[src/rtl/ctrl_pkg.sv]
// ctrl_pkg: shared definitions for the ctrl_unit instruction-sequencing block.
// State codes, opcode map, ALU op codes and the opcode decoder live here.
// Optional build macro: CTRL_UNIT_TRAP_EN (adds the TRAP state).
package ctrl_pkg;

   localparam int OPC_W = 5;
   localparam int ALU_W = 3;

   typedef enum logic [2:0] {
      ST_RESET = 3'd0,
      ST_FETCH = 3'd1,
      ST_DEC   = 3'd2,
      ST_EXEC  = 3'd3,
      ST_MWAIT = 3'd4
`ifdef CTRL_UNIT_TRAP_EN
      , ST_TRAP = 3'd5
`endif
   } state_t;

   // Opcode map; 11000..11111 are reserved and behave as NOP (or trap).
   localparam logic [OPC_W-1:0] OP_NOP  = 5'b00000;
   localparam logic [OPC_W-1:0] OP_STO  = 5'b00001;
   localparam logic [OPC_W-1:0] OP_LD   = 5'b00010;
   localparam logic [OPC_W-1:0] OP_LDI  = 5'b00011;
   localparam logic [OPC_W-1:0] OP_ADD  = 5'b00100;
   localparam logic [OPC_W-1:0] OP_ADDI = 5'b00101;
   localparam logic [OPC_W-1:0] OP_SUB  = 5'b00110;
   localparam logic [OPC_W-1:0] OP_SUBI = 5'b00111;
   localparam logic [OPC_W-1:0] OP_NOT  = 5'b01000;
   localparam logic [OPC_W-1:0] OP_AND  = 5'b01001;
   localparam logic [OPC_W-1:0] OP_ANDI = 5'b01010;
   localparam logic [OPC_W-1:0] OP_OR   = 5'b01011;
   localparam logic [OPC_W-1:0] OP_ORI  = 5'b01100;
   localparam logic [OPC_W-1:0] OP_XOR  = 5'b01101;
   localparam logic [OPC_W-1:0] OP_XORI = 5'b01110;
   localparam logic [OPC_W-1:0] OP_SLL  = 5'b01111;
   localparam logic [OPC_W-1:0] OP_SRL  = 5'b10000;
   localparam logic [OPC_W-1:0] OP_BEQ  = 5'b10001;
   localparam logic [OPC_W-1:0] OP_BNE  = 5'b10010;
   localparam logic [OPC_W-1:0] OP_BGT  = 5'b10011;
   localparam logic [OPC_W-1:0] OP_BGE  = 5'b10100;
   localparam logic [OPC_W-1:0] OP_BLT  = 5'b10101;
   localparam logic [OPC_W-1:0] OP_BLE  = 5'b10110;
   localparam logic [OPC_W-1:0] OP_JMP  = 5'b10111;

   // ALU operation codes
   localparam logic [ALU_W-1:0] ALU_ADD = 3'b000;
   localparam logic [ALU_W-1:0] ALU_SUB = 3'b001;
   localparam logic [ALU_W-1:0] ALU_NOT = 3'b010;
   localparam logic [ALU_W-1:0] ALU_AND = 3'b011;
   localparam logic [ALU_W-1:0] ALU_OR  = 3'b100;
   localparam logic [ALU_W-1:0] ALU_XOR = 3'b101;
   localparam logic [ALU_W-1:0] ALU_SLL = 3'b110;
   localparam logic [ALU_W-1:0] ALU_SRL = 3'b111;

   // Accumulator source select
   localparam logic [1:0] SELA_MEM = 2'b00;
   localparam logic [1:0] SELA_IMM = 2'b01;
   localparam logic [1:0] SELA_ALU = 2'b10;

   typedef struct packed {
      logic [ALU_W-1:0] alu_op;
      logic [1:0]       sel_a;
      logic             sel_b;
      logic             wr_acc;
      logic             is_ld;
      logic             is_sto;
      logic             is_branch;
   } dec_t;

   function automatic dec_t alu_dec(input logic [ALU_W-1:0] op, input logic sel_b);
      dec_t d;
      d        = '0;
      d.alu_op = op;
      d.sel_a  = SELA_ALU;
      d.sel_b  = sel_b;
      d.wr_acc = 1'b1;
      return d;
   endfunction

   // Static decode of an opcode; unlisted codes decode to "no effect".
   function automatic dec_t decode_op(input logic [OPC_W-1:0] opc);
      dec_t d;
      d = '0;
      case (opc)
         OP_ADD:  d = alu_dec(ALU_ADD, 1'b0);
         OP_ADDI: d = alu_dec(ALU_ADD, 1'b1);
         OP_SUB:  d = alu_dec(ALU_SUB, 1'b0);
         OP_SUBI: d = alu_dec(ALU_SUB, 1'b1);
         OP_NOT:  d = alu_dec(ALU_NOT, 1'b0);
         OP_AND:  d = alu_dec(ALU_AND, 1'b0);
         OP_ANDI: d = alu_dec(ALU_AND, 1'b1);
         OP_OR:   d = alu_dec(ALU_OR,  1'b0);
         OP_ORI:  d = alu_dec(ALU_OR,  1'b1);
         OP_XOR:  d = alu_dec(ALU_XOR, 1'b0);
         OP_XORI: d = alu_dec(ALU_XOR, 1'b1);
         OP_SLL:  d = alu_dec(ALU_SLL, 1'b1);
         OP_SRL:  d = alu_dec(ALU_SRL, 1'b1);
         OP_LDI: begin
            d.alu_op = ALU_ADD;
            d.sel_a  = SELA_IMM;
            d.sel_b  = 1'b1;
            d.wr_acc = 1'b1;
         end
         OP_LD: begin
            d.sel_a  = SELA_MEM;
            d.wr_acc = 1'b1;
            d.is_ld  = 1'b1;
         end
         OP_STO: d.is_sto = 1'b1;
         OP_BEQ, OP_BNE, OP_BGT, OP_BGE, OP_BLT, OP_BLE, OP_JMP: d.is_branch = 1'b1;
         default: d = '0;
      endcase
      return d;
   endfunction

endpackage

[src/rtl/ctrl_if.sv]
// ctrl_if: opcode and status-flag bus between the sequencer and the branch
// condition evaluator. The master drives opcode/flags, the slave returns
// 'take' combinationally in the same cycle (no handshake, pure level bus).
interface ctrl_if;
   import ctrl_pkg::*;

   logic [OPC_W-1:0] opcode;
   logic             n;
   logic             z;
   logic             take;

   modport master (output opcode, output n, output z, input take);
   modport slave  (input opcode, input n, input z, output take);

endinterface

[src/rtl/ctrl_branch_eval.sv]
// branch_eval: decides whether the branch opcode on the bus is taken from
// the negative/zero flags. Non-branch opcodes never report 'take'.
module branch_eval
   import ctrl_pkg::*;
(
   ctrl_if.slave br
);

   // Flag condition per branch opcode
   always_comb begin
      br.take = 1'b0;
      case (br.opcode)
         OP_BEQ:  br.take = br.z;
         OP_BNE:  br.take = ~br.z;
         OP_BGT:  br.take = ~br.n & ~br.z;
         OP_BGE:  br.take = ~br.n;
         OP_BLT:  br.take = br.n;
         OP_BLE:  br.take = br.n | br.z;
         OP_JMP:  br.take = 1'b1;
         default: br.take = 1'b0;
      endcase
   end

endmodule

[src/rtl/ctrl_unit.sv]
// ctrl_unit: multi-cycle instruction sequencer (FETCH/DEC/EXEC/MWAIT) that
// produces PC/accumulator strobes, ALU selects and active-low memory enables.
// A sticky timeout aborts an instruction after WAIT_MAX not-ready cycles.
// Optional build macro: CTRL_UNIT_TRAP_EN (reserved opcodes lock into TRAP).
module ctrl_unit
   import ctrl_pkg::*;
#(
   parameter int DATA_WIDTH    = 16,
   parameter int OPCODE_WIDTH  = 5,
   parameter int SEL_OPERATION = 3,
   parameter int SEL_WIDTH     = 2,
   parameter int WAIT_MAX      = 7
) (
   input  logic                     clock_i,
   input  logic                     nreset_i,
   input  logic [OPCODE_WIDTH-1:0]  opcode_i,
   input  logic                     hold_i,
   input  logic                     n_i,
   input  logic                     z_i,
   input  logic                     mem_ready_i,
   output logic                     branch_o,
   output logic                     wrPC_o,
   output logic [SEL_WIDTH-1:0]     selA_o,
   output logic                     selB_o,
   output logic                     wrAccA_o,
   output logic [SEL_OPERATION-1:0] op_o,
   output logic                     im_OEn,
   output logic                     im_CEn,
   output logic                     dm_OEn,
   output logic                     dm_CEn,
   output logic                     dm_WEn,
   output logic [2:0]               state_o,
   output logic                     timeout_o
);

   // The timeout fires on the WAIT_MAX-th consecutive not-ready cycle,
   // i.e. when the count of earlier not-ready cycles equals WAIT_MAX-1.
   localparam logic [7:0] WAIT_LIM = 8'(WAIT_MAX - 1);

   // Illegal configurations stop elaboration.
   if (WAIT_MAX < 1 || WAIT_MAX > 255 || DATA_WIDTH < 1) begin : g_cfg_err
      $error("ctrl_unit: WAIT_MAX must be 1..255 and DATA_WIDTH >= 1");
   end

   state_t           r_state;
   state_t           w_state_next;
   logic [7:0]       r_wait_cnt;
   logic [7:0]       w_wait_cnt_next;
   logic             r_timeout;
   logic [OPC_W-1:0] w_opc;
   dec_t             w_dec;
   logic             w_take;
   logic             w_hold;
   logic             w_waiting;
   logic             w_tmo;
   logic             w_mem_op;
   logic             w_mem_phase;
   logic             w_done;

   assign w_opc    = OPC_W'(opcode_i);
   assign w_dec    = decode_op(w_opc);
   assign w_mem_op = w_dec.is_ld | w_dec.is_sto;

   // Freeze applies everywhere except RESET.
   assign w_hold    = hold_i & (r_state != ST_RESET);
   assign w_waiting = ((r_state == ST_FETCH) || (r_state == ST_MWAIT)) & ~mem_ready_i;
   assign w_tmo     = w_waiting & ~w_hold & (r_wait_cnt == WAIT_LIM);

   ctrl_if w_br_if ();
   assign w_br_if.opcode = w_opc;
   assign w_br_if.n      = n_i;
   assign w_br_if.z      = z_i;
   assign w_take         = w_br_if.take;

   branch_eval u_branch_eval (
      .br (w_br_if.slave)
   );

   // State, wait counter and sticky timeout registers
   always_ff @(posedge clock_i or negedge nreset_i) begin
      if (!nreset_i) begin
         r_state    <= ST_RESET;
         r_wait_cnt <= '0;
         r_timeout  <= 1'b0;
      end else begin
         r_state    <= w_state_next;
         r_wait_cnt <= w_wait_cnt_next;
         r_timeout  <= r_timeout | w_tmo;
      end
   end

   // Next-state logic; a held cycle keeps the current state
   always_comb begin
      w_state_next = r_state;
      if (!w_hold) begin
         case (r_state)
            ST_RESET: w_state_next = ST_FETCH;
            ST_FETCH: begin
               // A timeout in FETCH restarts the fetch, so only ready moves on.
               if (mem_ready_i) w_state_next = ST_DEC;
            end
            ST_DEC: begin
               w_state_next = ST_EXEC;
`ifdef CTRL_UNIT_TRAP_EN
               if (w_opc[4:3] == 2'b11) w_state_next = ST_TRAP;
`endif
            end
            ST_EXEC: begin
               if (w_mem_op && !mem_ready_i) w_state_next = ST_MWAIT;
               else                          w_state_next = ST_FETCH;
            end
            ST_MWAIT: begin
               if (mem_ready_i || w_tmo) w_state_next = ST_FETCH;
            end
`ifdef CTRL_UNIT_TRAP_EN
            ST_TRAP: w_state_next = ST_TRAP;
`endif
            default: w_state_next = ST_RESET;
         endcase
      end
   end

   // Wait counter: counts consecutive not-ready cycles, cleared on state change or timeout
   always_comb begin
      w_wait_cnt_next = r_wait_cnt;
      if (!w_hold) begin
         if (w_tmo || !w_waiting || (w_state_next != r_state)) w_wait_cnt_next = '0;
         else                                                  w_wait_cnt_next = r_wait_cnt + 8'd1;
      end
   end

   // Output decode from registered state and the current opcode
   always_comb begin
      w_mem_phase = ((r_state == ST_EXEC) || (r_state == ST_MWAIT)) & w_mem_op;
      w_done      = 1'b0;
      if (!w_hold) begin
         if (r_state == ST_EXEC)  w_done = ~(w_mem_op & ~mem_ready_i);
         if (r_state == ST_MWAIT) w_done = mem_ready_i;
      end

      wrPC_o    = w_done;
      wrAccA_o  = w_done & w_dec.wr_acc;
      branch_o  = w_done & w_dec.is_branch & w_take;

      op_o      = SEL_OPERATION'(w_dec.alu_op);
      selA_o    = SEL_WIDTH'(w_dec.sel_a);
      selB_o    = w_dec.sel_b;

      im_CEn    = ~(r_state == ST_FETCH);
      im_OEn    = ~(r_state == ST_FETCH);
      dm_CEn    = ~w_mem_phase;
      dm_OEn    = ~(w_mem_phase & w_dec.is_ld);
      dm_WEn    = ~(w_mem_phase & w_dec.is_sto & ~w_tmo);

      state_o   = r_state;
      timeout_o = r_timeout;
   end

endmodule

[config.mk]
export PLATFORM = sky130hd
export DESIGN_NAME = ctrl_unit
export DESIGN_NICKNAME = d
export VERILOG_FILES = /design/src/rtl/ctrl_pkg.sv /design/src/rtl/ctrl_if.sv /design/src/rtl/ctrl_branch_eval.sv /design/src/rtl/ctrl_unit.sv
export SDC_FILE = /design/constraint.sdc
export NUM_CORES = 1
export LEC_CHECK = 0
export BUFFER_PORTS_ARGS = -buffer_cell sky130_fd_sc_hd__buf_2
export CORE_MARGIN = 4
export CORE_UTILIZATION = 35
export CTS_BUF_LIST = sky130_fd_sc_hd__clkbuf_16
export DETAILED_ROUTE_END_ITERATION = 8
export GPL_TIMING_DRIVEN = 1
export PLACE_DENSITY = 0.6
export SLEW_MARGIN = 20
export SYNTH_ARGS = -nofsm -noshare
export SYNTH_HDL_FRONTEND = slang
export SYNTH_HIERARCHICAL = 1
export SYNTH_SLANG_ARGS = --single-unit
[constraint.sdc]
create_clock -name clock_i -period 1.8 [get_ports clock_i]
set_input_delay 0 -clock clock_i [delete_from_list [all_inputs] [get_ports clock_i]]
set_output_delay 0 -clock clock_i [all_outputs]
set_load 0.1 [all_outputs]
Yosys cells after proc, flatten, opt, wreduce, memory -nomap -nowiden:

Cells that the tools add are included.

* $add $sub $neg: 1
* eq/ne operators: 29
* muxes and demuxes: 17
* bitwise gates (word level): 26
* reductions and logical operators: 18

Operator list (number)
* $eq 5x4->1 const B: 8
* $eq 5x5->1 const B: 8
* $pmux 3 s7: 1
* $eq 5x3->1 const B: 4
* $pmux 3 s5: 1
* $reduce_or 15->1: 1
* $and 1x1->1: 13
* $reduce_or 13->1: 1
* $mux 3: 4
* $eq 5x2->1 const B: 2
* $not 1->1: 10
* $add 8x1->8 const B: 1
* $eq 8x3->1 const B: 1
* $mux 1: 8
* $mux 8: 1
* $reduce_or 2->1: 4
* $reduce_or 8->1: 1
* $pmux 1 s7: 1
* $reduce_or 7->1: 1
* $eq 3x2->1 const B: 2
* $eq 5x1->1 const B: 1
* $logic_or 1x1->1: 5
* $pmux 2 s2: 1
* $eq 3x1->1 const B: 1
* 7 further kinds: 10

* register bits: 12
* input port bits: 11
* output and inout port bits: 18

Depth between registers and ports, before layout:

* depth in word-level cells: 12
* mapped depth: 6

Modules after synthesis:

The synthesis kept the hierarchy.

By module, submodules not included
* ctrl_unit: times used 1, cells an instance 134, area each 1031.0 sq um, seq. area each 300.3 sq um
* branch_eval: times used 1, cells an instance 10, area each 65.1 sq um, seq. area each 0.0 sq um

Worst setup path before layout:

OpenSTA, ideal clock, no wires.

* kind: reg2out
* start point: reg r_state[1] (netlist: state_o[1])
* end point: out branch_o
* data arrival time: 4.090 ns
* data required time: 1.800 ns
* path slack: -2.290 ns
* stages on the path, launching flop included: 6
* path buffers: 1
* cells stage by stage: dfrtp_1 -> buf_2 -> nand3b_1 -> a21o_1 -> a21oi_1 -> o311a_1

* word-level cells in the longest chain between the ends: 6
* elaborated cells on any way between the ends: 9
* those cells by class: eq/ne (2); mux (3); bitwise (3); reduce/logical (1)

RTL lines
* start: declaration: RTL line ctrl_unit.sv:45 `state_t r_state;`
* start signal: assignment: RTL line ctrl_unit.sv:86 `r_state <= w_state_next;`
* $eq 3x2->1: RTL line ctrl_unit.sv:137 `if (r_state == ST_EXEC) w_done = ~(w_mem_op & ~mem_ready_i);`
* $mux 1: RTL line ctrl_unit.sv:137
* $mux 1: RTL line ctrl_unit.sv:138 `if (r_state == ST_MWAIT) w_done = mem_ready_i;`
* $mux 1 (*): RTL line ctrl_unit.sv:136 `if (!w_hold) begin`
* net wrPC_o: RTL line ctrl_unit.sv:22 `output logic wrPC_o,`
* $and 1x1->1 (*) (2 in a row): RTL line ctrl_unit.sv:143 `branch_o = w_done & w_dec.is_branch & w_take;`
* end: declaration: RTL line ctrl_unit.sv:21 `output logic branch_o,`

The timed path passes the listed nets; every way through them passes the cells marked *.

Worst setup path in the final report:

* start point: reg r_state[2] (netlist: state_o[2])
* end point: out dm_WEn

* word-level cells in the longest chain between the ends: 8
* elaborated cells on any way between the ends: 16
* those cells by class: eq/ne (3); bitwise (10); reduce/logical (3)

RTL lines
* $eq 3x1->1 (tied with other cells): RTL line ctrl_unit.sv:66 `assign w_waiting = ((r_state == ST_FETCH) || (r_state == ST_MWAIT)) & ~mem_ready_i;`
* $logic_or 1x1->1 or $and 1x1->1 (tied branches): RTL line ctrl_unit.sv:66, ctrl_unit.sv:65
* $and 1x1->1 or $not 1->1 (tied branches): RTL line ctrl_unit.sv:66, ctrl_unit.sv:67
* $and 1x1->1 (2 in a row): RTL line ctrl_unit.sv:67 `assign w_tmo = w_waiting & ~w_hold & (r_wait_cnt == WAIT_LIM);`
* $not 1->1: RTL line ctrl_unit.sv:153 `dm_WEn = ~(w_mem_phase & w_dec.is_sto & ~w_tmo);`
* $and 1x1->1 (*): RTL line ctrl_unit.sv:153
* $not 1->1 (*): RTL line ctrl_unit.sv:153
* end: declaration: RTL line ctrl_unit.sv:31 `output logic dm_WEn,`

Mark *: on every way between the ends. The rest lies on a longest branch, timed or not.

==> flow_metrics.tcl <==
set metrics [dict create \
    status "finished, violations left" \
    violations "setup timing" \
    slew_headroom_pct 67.6 \
    hold_path_class "input pin to flop" \
    wire_per_inst_um 13.2 \
    core-area_sq_mm 0.00303 \
    grt_busiest_layer "met2" \
    vias 1216 \
    worst_pin_slew_ns 0.489 \
    finalCritPeriodShare_pct 101 \
    reg2reg_depth 6 \
    r2r_slack_ns 0.08 \
    synth_compound_gate_area_share_pct 27.7 \
    syn_nets 157 \
    antenna_found_initial 0 \
    fin_cells 225 \
    path_max_fanout 4 \
    synthMuxAreaShare_pct 0 \
    cts-root-buf "clkbuf_16" \
    worstSetupPathType "flop to primary output" \
    synth_enable_flop_cells 0 \
    met2_usage_pct 25.2 \
    die_width_um 64.0 \
    cts.reportedPaths.clkPinSlew_ns 0.04 \
    cp-end-kind "primary output" \
    period_needed_ns 1.81 \
    dieHeight_um 64.0 \
    cts_max_level 1 \
    grtUsageMet1_pct 20.0 \
    grt_pass1_wl_mm 5.26 \
    numCtsBuffers 3 \
    hold_viol 0 \
    drt-pass1-iter-count 4 \
    rsz0062_at_grt "yes" \
    required_ns 1.80 \
    fp.dieArea_sq_mm 0.00409 \
    initial_core_util_pct 36.2 \
    fin_util_pct 53.3 \
    cts_tree "done" \
    grt_overflow_total 0 \
    ys_seq_elements 12 \
    grt_max_degree 19 \
    whs_ns 0.0500 \
    syn-cell-area_sq_mm 0.00110 \
    drv_slew 0 \
    drive_gt1_share_pct 38.1 \
    vias_per_cell 5.40 \
    drt_wl_total_mm 2.97 \
    synthSimpleGateAreaFrac_pct 31.7 \
    clock_latency_ns 0.24 \
    synthXorXnorAreaFrac_pct 2.40 \
    cp-startpoint "state_o[2]" \
    synthCells 144 \
    post-route-drc-count 0 \
    cts_buffer_depth 2 \
    yosysUniqueCellTypes 44 \
    synth_top_family_by_area "simple AND/OR/NAND/NOR gates" \
    ys.warnings.count 6 \
    synth_flop_cell "dfrtp_1" \
    avgSynthCellArea_sq_um 7.61 \
    fin_ws_ns -0.00915 \
    dpl.cell_count 212 \
    drt_iter0_drc 60 \
    peakVddDrop_uv 1390 \
    globalplace.congestion 0.807 \
    setup_viol 1 \
    dp_hpwl_mm 2.06 \
    fmax_mhz 553 \
    grt_pass1_vias 1193 \
    cts_num_sinks 12 \
    async_flop_share_pct 100 \
    fin_nets 195 \
    grt_util_met3_pct 3.51 \
    diodes 0 \
    antenna_left 0 \
    fill_cells 289 \
    portBuffers 28 \
    start_kind "flop" \
    area_growth_pct 47.4 \
    power.density_mw_per_mm2 1250 \
    worst_clock_skew_ns 0.00110 \
    power.leakage_nw 0.708 \
    maxCapViolCount 0 \
    ys_seq_area_share_pct 27.4 \
    arrival_ns 1.81 \
    row_count 20 \
    ios 29 \
    crit_end "dm_WEn" \
    grt_usage_pct 15.6 \
    reg2reg_to "state_o[0]" \
    r2r_start "state_o[2]" \
    synth_fa_ha_area_share_pct 2.28 \
]
where the power goes:
group	switching, W	internal, W	leakage, nW
logic	0.000868	0.000369	0.512
clock network	0.000120	0.000293	0.0385
registers	0.0000481	0.000328	0.158
total	0.00104	0.000990	0.708
cell usage in the layout, fill, tap and decap left out, types with 2 or more instances in the layout:
cell type and n:
inv_1 7, and3_1 3, nand3b_1 4, nor3_1 2, nor4_1 2, nand4_1 5, a22o_2 2, buf_2 22
clkbuf_16 3, nand3_1 4, o21ai_0 9, buf_6 5, nand2_2 2, dfrtp_4 3, nand2b_1 6, ha_1 2
nor3b_1 3, a21o_1 2, o21ai_1 3, buf_4 13, nand2_1 11, buf_12 4, a31oi_1 5, a21oi_1 8
dfrtp_1 9, nor2_1 7, o22ai_1 2
cells by family after synthesis:
family,count (synthesis)
AND/OR/NAND/NOR,62
AO/OA/AOI/OAI,46
buffers and inverters,19
flip-flops,12
XOR/XNOR,3
adder cells (fa/ha/maj),2
flip-flops by register name, summed over array words and instances, names as in the netlist:
| name | flops |
|---|---|
| r_wait_cnt | 8 |
| timeout_o | 1 |
| state_o | 3 |
through the flow:
step | worst slack (ns) | instance area (sq um) | TNS, ns | power (W)
finish | -0.00915 | 1620 | -0.00915 | 0.00203
global route | -0.0927 | 1620 | -0.203 | 0.00214
CTS | 0.00475 | 1550 | 0 | 0.00196
detailed placement | 0.0874 | 1390 | 0 | 0.00147
global placement | 0.109 | 1390 | 0 | 0.00146
floorplan | -0.606 | 1150 | -2.45 | 0.00129
per-layer routing:
| layer | vias up | share of wire, % |
|---|---|---|
| met3 | 2 | 5.4 |
| met4 | 0 | 1.2 |
| met5 | - | 0 |
| met2 | 36 | 48 |
| li1 | 606 | - |
| met1 | 572 | 45 |
cell usage after synthesis, types with 3 or more instances:
cell type   n  area (sq um)
a21oi_1     9          45.0
a31oi_1     5          31.3
and3_1      3          18.8
clkbuf_1    7          26.3
dfrtp_1    12           300
inv_1       7          26.3
nand2_1    13          48.8
nand2b_1    6          37.5
nand3_1     4          20.0
nand3b_1    4          30.0
nand4_1     5          31.3
nor2_1      8          30.0
nor3_1      3          15.0
nor3b_1     3          22.5
o21ai_0    13          65.1
o22ai_1     3          18.8
worst max-delay path: stages, from the launching register on:
cell and delay, ns:
dfrtp_4 0.49, nand3b_1 0.25, a2111oi_4 0.31, buf_4 0.17
nand3b_1 0.13, buf_12 0.20
area by class of cell:
| type | instances | area, sq um | share of cell area (%) |
|---|---|---|---|
| Multi-Input combinational cell | 113 | 790 | 48.9 |
| Inverter | 7 | 26.3 | 1.63 |
| Sequential cell | 12 | 312 | 19.3 |
| Timing Repair Buffer | 45 | 354 | 21.9 |
| Clock inverter | 1 | 3.75 | 0.232 |
| Tap cell | 44 | 55.1 | 3.41 |
| Clock buffer | 3 | 75.1 | 4.65 |
worst min path at each step:
stage	from	end	slack (ns)	cells past startpoint
after detailed placement	nreset_i	r_wait_cnt[6]	-0.1	1
after floorplan	nreset_i	r_wait_cnt[0]	-0.30	0
after global placement	nreset_i	r_wait_cnt[6]	-0.10	1
final	mem_ready_i	state_o[2]	0.05	2
after global routing	mem_ready_i	state_o[2]	0.08	2
after CTS	mem_ready_i	state_o[2]	0.09	2
repair_timing:
action | CTS | global route
hold endpoints to repair | 12 | 0
pin swaps | 2 | 1
resized for setup | 8 | 9
endpoints found under the setup margin | 4 | 13
cloned | 0 | 0
hold buffers | 1 | 0
setup buffers | 5 | 3
Note: power is estimated with default switching activity, not from simulation.
